### src/rtl/ddr3_pkg.sv
// Shared types, command codes and parameter defaults for the DDR3 read/write controller.
package ddr3_pkg;

  localparam int unsigned DATA_W = 128;
  localparam int unsigned CNT_W  = 11;
  localparam int unsigned BEAT_W = 7;
  localparam int unsigned CMD_W  = 3;

  localparam int unsigned BURST_LEN_DEF   = 64;
  localparam int unsigned ADDR_W_DEF      = 28;
  localparam int unsigned WR_BASE_DEF     = 0;
  localparam int unsigned RD_BASE_DEF     = 0;
  localparam int unsigned FRAME_WORDS_DEF = 115200;
  localparam int unsigned RFIFO_TH_DEF    = 512;

  localparam logic [CMD_W-1:0] CMD_WR = 3'b000;
  localparam logic [CMD_W-1:0] CMD_RD = 3'b001;

  typedef enum logic [1:0] {
    ST_IDLE,
    ST_ARB,
    ST_WRITE,
    ST_READ
  } state_t;

endpackage

### src/rtl/ddr3_load_sync.sv
// Two-flop synchroniser for an asynchronous frame-sync input, followed by a registered rising-edge pulse.
module ddr3_load_sync
  import ddr3_pkg::*;
(
  input  logic clk,
  input  logic rst,
  input  logic load,
  output logic rise
);

  logic [2:0] sync;

  // sync[1:0] is the metastability chain; sync[2] is the previous synchronised value
  always_ff @(posedge clk or posedge rst) begin
    if (rst) begin
      sync <= 3'b000;
      rise <= 1'b0;
    end else begin
      sync <= {sync[1:0], load};
      rise <= sync[1] & ~sync[2];
    end
  end

endmodule

### src/rtl/ddr3_rw_ctrl.sv
// Arbitrates fixed-length write bursts (wfifo -> DDR3) and read bursts (DDR3 -> rfifo) over the MIG user interface.
module ddr3_rw_ctrl
  import ddr3_pkg::*;
#(
  parameter int unsigned BURST_LEN   = BURST_LEN_DEF,
  parameter int unsigned ADDR_W      = ADDR_W_DEF,
  parameter int unsigned WR_BASE     = WR_BASE_DEF,
  parameter int unsigned RD_BASE     = RD_BASE_DEF,
  parameter int unsigned FRAME_WORDS = FRAME_WORDS_DEF,
  parameter int unsigned RFIFO_TH    = RFIFO_TH_DEF
) (
  input  logic              clk_100,
  input  logic              rst_h,
  input  logic              init_calib_complete,
  input  logic [CNT_W-1:0]  wfifo_rcount,
  input  logic [DATA_W-1:0] wfifo_dout,
  output logic              wfifo_rden,
  input  logic [CNT_W-1:0]  rfifo_wcount,
  output logic [DATA_W-1:0] rfifo_din,
  output logic              rfifo_wren,
  input  logic              wr_load,
  input  logic              rd_load,
  input  logic              app_rdy,
  output logic              app_en,
  output logic [CMD_W-1:0]  app_cmd,
  output logic [ADDR_W-1:0] app_addr,
  input  logic              app_wdf_rdy,
  output logic              app_wdf_wren,
  output logic              app_wdf_end,
  output logic [DATA_W-1:0] app_wdf_data,
  input  logic              app_rd_data_valid,
  input  logic [DATA_W-1:0] app_rd_data
);

  localparam logic [ADDR_W-1:0] ADDR_STEP = ADDR_W'(8);
  localparam logic [ADDR_W-1:0] WR_START  = ADDR_W'(WR_BASE);
  localparam logic [ADDR_W-1:0] WR_WRAP   = ADDR_W'(WR_BASE + FRAME_WORDS * 8);
  localparam logic [ADDR_W-1:0] RD_START  = ADDR_W'(RD_BASE);
  localparam logic [ADDR_W-1:0] RD_WRAP   = ADDR_W'(RD_BASE + FRAME_WORDS * 8);
  localparam logic [BEAT_W-1:0] LAST_BEAT = BEAT_W'(BURST_LEN - 1);
  localparam logic [CNT_W-1:0]  WR_TH     = CNT_W'(BURST_LEN);
  localparam logic [CNT_W-1:0]  RD_TH     = CNT_W'(RFIFO_TH);

  state_t            state;
  state_t            next_state;
  logic [BEAT_W-1:0] beat_cnt;
  logic [ADDR_W-1:0] wr_addr;
  logic [ADDR_W-1:0] rd_addr;
  logic [ADDR_W-1:0] wr_addr_inc;
  logic [ADDR_W-1:0] rd_addr_inc;
  logic [ADDR_W-1:0] wr_addr_nxt;
  logic [ADDR_W-1:0] rd_addr_nxt;
  logic              wr_pend;
  logic              rd_pend;
  logic              wr_edge;
  logic              rd_edge;
  logic              wr_issue;
  logic              rd_issue;
  logic              burst_end;
  logic              arb_or_idle;

  ddr3_load_sync u_wr_sync (
    .clk  (clk_100),
    .rst  (rst_h),
    .load (wr_load),
    .rise (wr_edge)
  );

  ddr3_load_sync u_rd_sync (
    .clk  (clk_100),
    .rst  (rst_h),
    .load (rd_load),
    .rise (rd_edge)
  );

  // Write data is taken straight from the show-ahead FIFO head
  assign app_wdf_data = wfifo_dout;

  // Frame-relative address increment with wrap back to the frame base
  assign wr_addr_inc = wr_addr + ADDR_STEP;
  assign rd_addr_inc = rd_addr + ADDR_STEP;
  assign wr_addr_nxt = (wr_addr_inc == WR_WRAP) ? WR_START : wr_addr_inc;
  assign rd_addr_nxt = (rd_addr_inc == RD_WRAP) ? RD_START : rd_addr_inc;
  assign arb_or_idle = (state == ST_IDLE) || (state == ST_ARB);

  // State register; reset drops the FSM to IDLE, which gates every command output low at once
  always_ff @(posedge clk_100 or posedge rst_h) begin
    if (rst_h) begin
      state <= ST_IDLE;
    end else begin
      state <= next_state;
    end
  end

  // Next-state and command handshake; beats only issue when the MIG accepts them this cycle
  always_comb begin
    next_state   = state;
    app_en       = 1'b0;
    app_cmd      = CMD_WR;
    app_addr     = '0;
    app_wdf_wren = 1'b0;
    app_wdf_end  = 1'b0;
    wfifo_rden   = 1'b0;
    wr_issue     = 1'b0;
    rd_issue     = 1'b0;
    burst_end    = 1'b0;
    case (state)
      ST_IDLE: begin
        if (init_calib_complete) begin
          next_state = ST_ARB;
        end
      end
      ST_ARB: begin
        if (!init_calib_complete) begin
          next_state = ST_IDLE;
        end else if (wfifo_rcount >= WR_TH) begin
          next_state = ST_WRITE;
        end else if (rfifo_wcount < RD_TH) begin
          next_state = ST_READ;
        end
      end
      ST_WRITE: begin
        app_addr = wr_addr;
        if (app_rdy && app_wdf_rdy) begin
          wr_issue     = 1'b1;
          app_en       = 1'b1;
          app_wdf_wren = 1'b1;
          app_wdf_end  = 1'b1;
          wfifo_rden   = 1'b1;
          if (beat_cnt == LAST_BEAT) begin
            burst_end  = 1'b1;
            next_state = init_calib_complete ? ST_ARB : ST_IDLE;
          end
        end
      end
      ST_READ: begin
        app_cmd  = CMD_RD;
        app_addr = rd_addr;
        if (app_rdy) begin
          rd_issue = 1'b1;
          app_en   = 1'b1;
          if (beat_cnt == LAST_BEAT) begin
            burst_end  = 1'b1;
            next_state = init_calib_complete ? ST_ARB : ST_IDLE;
          end
        end
      end
      default: next_state = ST_IDLE;
    endcase
  end

  // Beats issued within the current burst
  always_ff @(posedge clk_100 or posedge rst_h) begin
    if (rst_h) begin
      beat_cnt <= '0;
    end else if (burst_end || arb_or_idle) begin
      beat_cnt <= '0;
    end else if (wr_issue || rd_issue) begin
      beat_cnt <= beat_cnt + BEAT_W'(1);
    end
  end

  // Write address: frame sync rewinds now when idle, otherwise once the running burst has finished
  always_ff @(posedge clk_100 or posedge rst_h) begin
    if (rst_h) begin
      wr_addr <= WR_START;
      wr_pend <= 1'b0;
    end else if (arb_or_idle) begin
      if (wr_edge || wr_pend) begin
        wr_addr <= WR_START;
      end
      wr_pend <= 1'b0;
    end else if (burst_end && (wr_edge || wr_pend)) begin
      wr_addr <= WR_START;
      wr_pend <= 1'b0;
    end else begin
      if (wr_issue) begin
        wr_addr <= wr_addr_nxt;
      end
      if (wr_edge) begin
        wr_pend <= 1'b1;
      end
    end
  end

  // Read address: same rewind rule as the write side
  always_ff @(posedge clk_100 or posedge rst_h) begin
    if (rst_h) begin
      rd_addr <= RD_START;
      rd_pend <= 1'b0;
    end else if (arb_or_idle) begin
      if (rd_edge || rd_pend) begin
        rd_addr <= RD_START;
      end
      rd_pend <= 1'b0;
    end else if (burst_end && (rd_edge || rd_pend)) begin
      rd_addr <= RD_START;
      rd_pend <= 1'b0;
    end else begin
      if (rd_issue) begin
        rd_addr <= rd_addr_nxt;
      end
      if (rd_edge) begin
        rd_pend <= 1'b1;
      end
    end
  end

  // Returned read data is forwarded to the read FIFO one cycle later, independent of FSM state
  always_ff @(posedge clk_100 or posedge rst_h) begin
    if (rst_h) begin
      rfifo_wren <= 1'b0;
      rfifo_din  <= '0;
    end else begin
      rfifo_wren <= app_rd_data_valid;
      rfifo_din  <= app_rd_data;
    end
  end

endmodule

### config.mk
export PLATFORM = sky130hd
export DESIGN_NAME = ddr3_rw_ctrl
export DESIGN_NICKNAME = d
export VERILOG_FILES = /design/src/rtl/ddr3_pkg.sv /design/src/rtl/ddr3_load_sync.sv /design/src/rtl/ddr3_rw_ctrl.sv
export SDC_FILE = /design/constraint.sdc
export NUM_CORES = 1
export LEC_CHECK = 0
export CORE_AREA = 2 2 226 228
export DETAILED_ROUTE_END_ITERATION = 16
export DIE_AREA = 0 0 228 230
export DONT_BUFFER_PORTS = 1
export GPL_ROUTABILITY_DRIVEN = 0
export PLACE_DENSITY = 0.3
export SETUP_SLACK_MARGIN = 0.15
export SLEW_MARGIN = 20
export SYNTH_ARGS = -nofsm -noshare
export SYNTH_HDL_FRONTEND = slang
export SYNTH_HIERARCHICAL = 1
export SYNTH_SLANG_ARGS = --single-unit
### constraint.sdc
create_clock -name clk_100 -period 7.6 [get_ports clk_100]
set_input_delay 0.38 -clock clk_100 [delete_from_list [all_inputs] [get_ports clk_100]]
set_output_delay 0.38 -clock clk_100 [all_outputs]
set_load 0.005 [all_outputs]
==> results of run 1 <==
[sequential cells by signal, indices dropped and copies added (netlist names)]
name and count:
rd_pend 1, rd_addr 25, u_wr_sync/sync 3, u_wr_sync/rise 1, rfifo_din 128, u_rd_sync/sync 3
state 2, u_rd_sync/rise 1, rfifo_wren 1, wr_pend 1, wr_addr 25, beat_cnt 7
[path summary, 6_finish.rpt]
| kind | startpoint | to | slack (ns) | cells after the start |
|---|---|---|---|---|
| setup / recovery | wr_addr[3] | wr_addr[19] | 4.58 | 9 |
| hold / removal | init_calib_complete | state[0] | 0.05 | 2 |
| setup reg to reg | wr_addr[3] | wr_addr[19] | 4.58 | 9 |
| hold reg to reg | u_rd_sync/sync[0] | u_rd_sync/sync[1] | 0.35 | 0 |
| max in group asynchronous | rst_h | state[0] | 5.59 | 3 |
| min in group asynchronous | rst_h | u_wr_sync/sync[1] | 0.37 | 2 |
[per-layer routing]
layer,up-vias,track usage [%]
met5,-,0.368
met3,43,5.02
met4,0,3.78
li1,2695,-
met2,198,18.4
met1,2927,12.6
[synth_stat cells (all sizes together), types with 14 or more instances]
library cell  instances
a21oi                15
and2                 16
buf                 157
clkbuf               30
dfrtp               198
mux2i                27
nand2                47
nand3                36
nand4                20
nor2                 48
nor2b                27
nor3                 16
o21ai                60
o31ai                20
xnor2                14
[stage by stage]
| stage | utilization, % | power, W | instances |
|---|---|---|---|
| final | 21.5 | 0.00266 | 1494 |
| after global routing | 21.5 | 0.00283 | 1494 |
| after CTS | 21.5 | 0.00273 | 1494 |
| after detailed placement | 17.5 | 0.00167 | 1329 |
| after global placement | 17.5 | 0.00167 | 1329 |
| after floorplan | - | 0.00157 | 838 |
[area by class of cell]
| type | count | area share [%] |
|---|---|---|
| Clock inverter | 15 | 2.03 |
| Sequential cell | 198 | 46.3 |
| Clock buffer | 17 | 3.97 |
| Tap cell | 672 | 7.85 |
| Multi-Input combinational cell | 444 | 26.6 |
| Timing Repair Buffer | 139 | 12.9 |
| Inverter | 9 | 0.386 |
[layout by cell type (no fill, tap or decap), types with 8 or more instances in the layout]
cell	synthesis	routed
dlygate4sd3_1	0	133
clkinv_8	0	8
nor2b_1	25	25
and2_1	16	16
nand4_1	17	17
nand3_1	35	35
o41ai_1	9	9
o21ai_0	57	56
nor3_1	15	15
inv_1	9	8
clkbuf_16	0	17
a21oi_1	14	14
mux2i_1	27	27
dfrtp_1	198	197
nor2_1	47	47
nand2_1	46	46
xnor2_1	14	14
o31ai_1	20	20
[power by group]
part / internal (W) / total [W] / switching [W] / leakage (nW)
registers: 0.00112 / 0.00126 / 0.000135 / 2.43
clock network: 0.000458 / 0.000975 / 0.000517 / 0.303
logic: 0.000184 / 0.000425 / 0.000241 / 1.55
total: 0.00177 / 0.00266 / 0.000893 / 4.28
[cell families (layout without fill, tap and decap cells)]
kind of cell / after synthesis / after routing / share of synthesized area (%)
AOI/OAI and AO/OA: 139 / 139 / 10.1
xor gates and xnor gates: 20 / 20 / 1.94
adders and majority gates: 3 / 3 / 0.415
buffers and inverters: 196 / 180 / 14.0
DFF: 198 / 198 / 54.7
muxes: 27 / 27 / 2.99
other: 1 / 5 / 0.0414
and+or+nand+nor: 250 / 250 / 15.7
[repair_timing]
action | 4_1_cts | 5_1_grt
hold buffers | 133 | 0
setup endpoints to repair | 0 | 0
endpoints found under the hold margin | 243 | 0
==> results_dict.tcl, run 1 <==
set metrics [dict create \
    die_w_microns 228 \
    hp-class "input port to flip-flop" \
    status "completed" \
    max_freq_mhz 331 \
    final.fill_count 5412 \
    regArea_sq_um 4960 \
    drt.antenna.violating_nets 0 \
    antenna_found_initial 0 \
    syn_to_final_growth_pct 18.3 \
    die_area_sq_um 52400 \
    cp-end-kind "flip-flop" \
    grt_pass1_vias 6130 \
    rows 82 \
    grt_start_max_net_pins 134 \
    fin_ws_ns 4.58 \
    path_cells "ha_1, nand2_1, nor3_1, nand4_1, a21oi_1, nor4_1, a31oi_1, nand2_1, a31oi_1" \
    dr.max_layer_used "met4" \
    multi_input_area_sq_um 2850 \
    synth_area_sq_um 9050 \
    core_sq_um 49900 \
    drc 0 \
    power.leakage_nw 4.28 \
    cpPeakStageDelay_ns 0.55 \
    setup_viol 0 \
    cp.arrival_ns 3.44 \
    synth_top_area_share_pct 54.7 \
    dr_wl_met3_mm 2.41 \
    clk_pin_slew_ns 0.09 \
    synth_edf_count 0 \
    post_drt_wl_per_cell_microns 19.4 \
    yosys-top-cells-area "dfrtp_1, buf_4, o21ai_0, mux2i_1, nor2_1" \
    vdd_drop_max_uv 161 \
    relSlewSlack_pct 37.6 \
    crit_path_top_delay_cell "nor3_1" \
    cts_tree "done" \
    root_buffer "clkbuf_16" \
    netlist.top_cell.by_area "dfrtp_1" \
    synth_area_per_cell_sq_um 10.9 \
    grt_pass1_wl_mm 42.6 \
    cts_buffer_depth 2 \
    cp_top_family "simple AND/OR/NAND/NOR gates" \
    portBuffers 0 \
    overflow 0 \
    totalWireLength_mm 28.9 \
    yosys_warnings 6 \
    dp_hpwl_mm 20.8 \
    dr.pass1.iters 5 \
    grt_setup_unrepaired "false" \
    critPathKind "flip-flop to flip-flop" \
    drive_gt1_share_pct 7.30 \
    start_util_pct 18.1 \
    numClockSinks 198 \
    synth-seq-cells 198 \
    n_antenna_cell 0 \
    boundaryPins 578 \
    design_area_sq_um 10700 \
    path_buf_inv 0 \
    avgViaCountPerCell 3.92 \
    track_usage_pct 11.1 \
    ys_types 63 \
    fin_crit_ns 3.02 \
    htreeDepth 4 \
    hold_viol_final 0 \
    cts_made_buffers 17 \
    synth-main-ff-cell "dfrtp_1" \
    ys_seq_area_share_pct 54.7 \
    worst-path-max-fanout 9 \
    startpoint_type "flip-flop" \
    worst_slew_pin_slew_ns 0.935 \
    setup_tns_ns 0 \
    m1WireLength_mm 11.5 \
    synthCells 834 \
    postCtsSetupBuffers 0 \
    slew_violations 0 \
    cap_violations 0 \
    min_period_over_period_pct 39.7 \
    dr_total_vias 5863 \
    synthArstFlopShare_pct 100 \
    skew_ns 0.0177 \
    die_y_microns 230 \
    final_nets 1098 \
    critical_path_required_ns 8.02 \
    cts.repair.resized 0 \
    p_per_area_nw_per_um2 248 \
    dpl_cell_area_sq_um 8730 \
    route.met2.wl_mm 14.6 \
    place_ws_ns 4.53 \
    clock_latency_ns 0.49 \
    drtIter0Drc 376 \
    whs_ns 0.0537 \
]
Note: power is estimated with default switching activity, not from simulation.
==> run 2: changes to the inputs <==
--- a/config.mk
+++ b/config.mk
@@ -10,7 +10,7 @@
 export DIE_AREA = 0 0 228 230
 export DONT_BUFFER_PORTS = 1
 export GPL_ROUTABILITY_DRIVEN = 0
-export PLACE_DENSITY = 0.3
+export PLACE_DENSITY = 0.31
 export SETUP_SLACK_MARGIN = 0.15
 export SLEW_MARGIN = 20
 export SYNTH_ARGS = -nofsm -noshare
==> constraint.sdc (replaced) <==
create_clock -name clk_100 -period 2.55 [get_ports clk_100]
set_input_delay 0.1275 -clock clk_100 [delete_from_list [all_inputs] [get_ports clk_100]]
set_output_delay 0.1275 -clock clk_100 [all_outputs]
set_load 0.005 [all_outputs]
==> run 2 against run 1 <==
Effect of this change:
- sequential share of layout area decreased by 3.3 points
- worst setup slack got worse by 4.3 ns
- core utilization increased by 1.7 points
- clock skew decreased by 0.0027 ns
- combinational power increased to 4.3 times the previous value
- critical path type unchanged
- critical endpoint is now rd_addr[12]
==> results_dict.tcl, run 2 (synthesized netlist as in run 1, its figures left out) <==
set metrics [dict create \
    status "completed" \
    critPathKind "flip-flop to flip-flop" \
    grt_pass1_vias 6567 \
    worstRegToRegCells 9 \
    cp-end-kind "flip-flop" \
    vdd_drop_max_uv 472 \
    syn_to_final_growth_pct 27.6 \
    antenna_found_initial 1 \
    cts_tree "done" \
    avgViaCountPerCell 3.94 \
    cpPeakStageDelay_ns 0.42 \
    p_per_area_nw_per_um2 701 \
    p_int_w 0.00545 \
    numClockSinks 198 \
    die_y_microns 230 \
    clock_latency_ns 0.47 \
    dr.pass1.iters 5 \
    regArea_sq_um 4960 \
    die_w_microns 228 \
    design_area_sq_um 11500 \
    grt_start_max_net_pins 70 \
    root_buffer "clkbuf_16" \
    worst-path-max-fanout 8 \
    p_comb_share_pct 22.5 \
    n_antenna_cell 0 \
    reg2reg_from "rd_addr[4]" \
    cap_violations 0 \
    htreeDepth 4 \
    dp_hpwl_mm 22.2 \
    hold_viol_final 0 \
    top_regs "rfifo_din (128), rd_addr (25), wr_addr (25)" \
    cp.arrival_ns 2.66 \
    drive_gt1_share_pct 18.8 \
    max_freq_mhz 434 \
    reg2reg_slack_ns 0.25 \
    hp-class "input port to async pin" \
    cts_buffer_depth 2 \
    instances_no_fill 1585 \
    power.leakage_nw 4.77 \
    grt_setup_unrepaired "true" \
    final_nets 1189 \
    path_buf_inv 0 \
    cp_top_family "simple AND/OR/NAND/NOR gates" \
    r2r_end "rd_addr[12]" \
    core_sq_um 49900 \
    setup_viol 0 \
    path_cells "ha_4, and4_4, nand2_2, or3_1, a22o_1, nor4_4, a21oi_4, a21oi_1, o21ai_1" \
    rows 82 \
    slew_violations 0 \
    place_ws_ns 0.0838 \
    critical_path_required_ns 2.91 \
    worst_slew_pin_slew_ns 0.647 \
    totalWireLength_mm 30.2 \
    fin_ws_ns 0.248 \
    final.fill_count 5368 \
    dpl_cell_area_sq_um 9390 \
    p_clk_share_pct 33.8 \
    multi_input_area_sq_um 2970 \
    relSlewSlack_pct 56.8 \
    power.total_w 0.00810 \
    dr_total_vias 6238 \
    grt_pass1_wl_mm 44.8 \
    post_drt_wl_per_cell_microns 19.1 \
    portBuffers 0 \
    swShare_pct 32.7 \
    largest_reg_flops 128 \
    drt.antenna.violating_nets 0 \
    skew_ns 0.0150 \
    crit_path_top_delay_cell "dfrtp_1" \
    startpoint_type "flip-flop" \
    clk_pin_slew_ns 0.08 \
    die_area_sq_um 52400 \
    overflow 0 \
    p_switching_w 0.00265 \
    p_seq_share_pct 43.7 \
    track_usage_pct 11.5 \
    path_depth 9 \
    boundaryPins 578 \
    final_common_cell "dfrtp_1" \
    drtIter0Drc 296 \
    min_period_over_period_pct 90.3 \
    drc 0 \
    final_cell_mix "dfrtp_1, dlygate4sd3_1, buf_4" \
    fin_crit_ns 2.30 \
    start_util_pct 18.1 \
    top_register "rfifo_din" \
    dp.cells 1408 \
    cts_made_buffers 17 \
]
## run 2: changes by cell type in the layout (fill, tap and decap cells not counted), moves of 4 or more
| cell | delta |
|---|---|
| dfrtp_1 | -7 |
| buf_6 | +4 |
| clkinv_8 | -5 |
| dfrtp_2 | +7 |
| buf_4 | +78 |
| dlygate4sd3_1 | +4 |
| buf_12 | +5 |
## run 2: what timing repair did
item | 4_1_cts | 5_1_grt
setup endpoints to repair | 7 | 18
pin swaps | 6 | 13
hold buffers | 137 | 0
buffers inserted | 1 | 7
endpoints found under the hold margin | 160 | 0
gates resized for setup | 4 | 35
## run 2: final cells by class
cell class	instances	share of cell area, %
flip-flops and latches	198	43.0
well taps	672	7.28
clock inverters	14	1.32
multi-input cells	444	25.8
repair buffers	230	18.6
inverters	9	0.325
clock buffers	18	3.72
## run 2: worst max path at each step
stage                     slack (ns)  startpoint     endpoint
after CTS                       0.14  rd_addr[3]  rd_addr[18]
final                           0.25  rd_addr[4]  rd_addr[12]
after global placement          0.12  rd_addr[3]  rd_addr[18]
after detailed placement        0.08  wr_addr[3]  wr_addr[17]
after global routing            0.10  rd_addr[3]  rd_addr[18]
after floorplan                -0.03       rst_h  beat_cnt[0]
## run 2: worst reg2reg max path, stage by stage, from the launching register on
cell,delay [ns]
dfrtp_1,0.42
ha_4,0.18
and4_4,0.25
nand2_2,0.07
or3_1,0.34
a22o_1,0.27
nor4_4,0.31
a21oi_4,0.14
a21oi_1,0.15
o21ai_1,0.07
## run 2: layer usage
metal | global-route usage [%] | wire length (microns) | vias up
met5 | 0 | 13 | -
met3 | 4.55 | 2230 | 34
met1 | 13.3 | 12100 | 3121
li1 | - | - | 2881
met2 | 19.5 | 15500 | 200
met4 | 3.86 | 410 | 2
## run 2: power groups by stage
stage               combinational, W  clock (W)  sequential (W)
floorplan                    0.00114          0         0.00354
global placement             0.00159          0         0.00359
detailed placement           0.00159          0         0.00359
CTS                          0.00178    0.00291         0.00353
global route                 0.00200    0.00302         0.00356
finish                       0.00182    0.00274         0.00354
## run 2: through the flow
step           utilization [%]  hold WS, ns  setup TNS [ns]
3_5_place_dp              18.8      -0.0869               0
5_1_grt                   23.2       0.0942               0
3_3_place_gp              18.8      -0.0870               0
2_1_floorplan                -       -0.106           -4.93
6_report                  23.2        0.113               0
4_1_cts                   22.8       0.0359               0
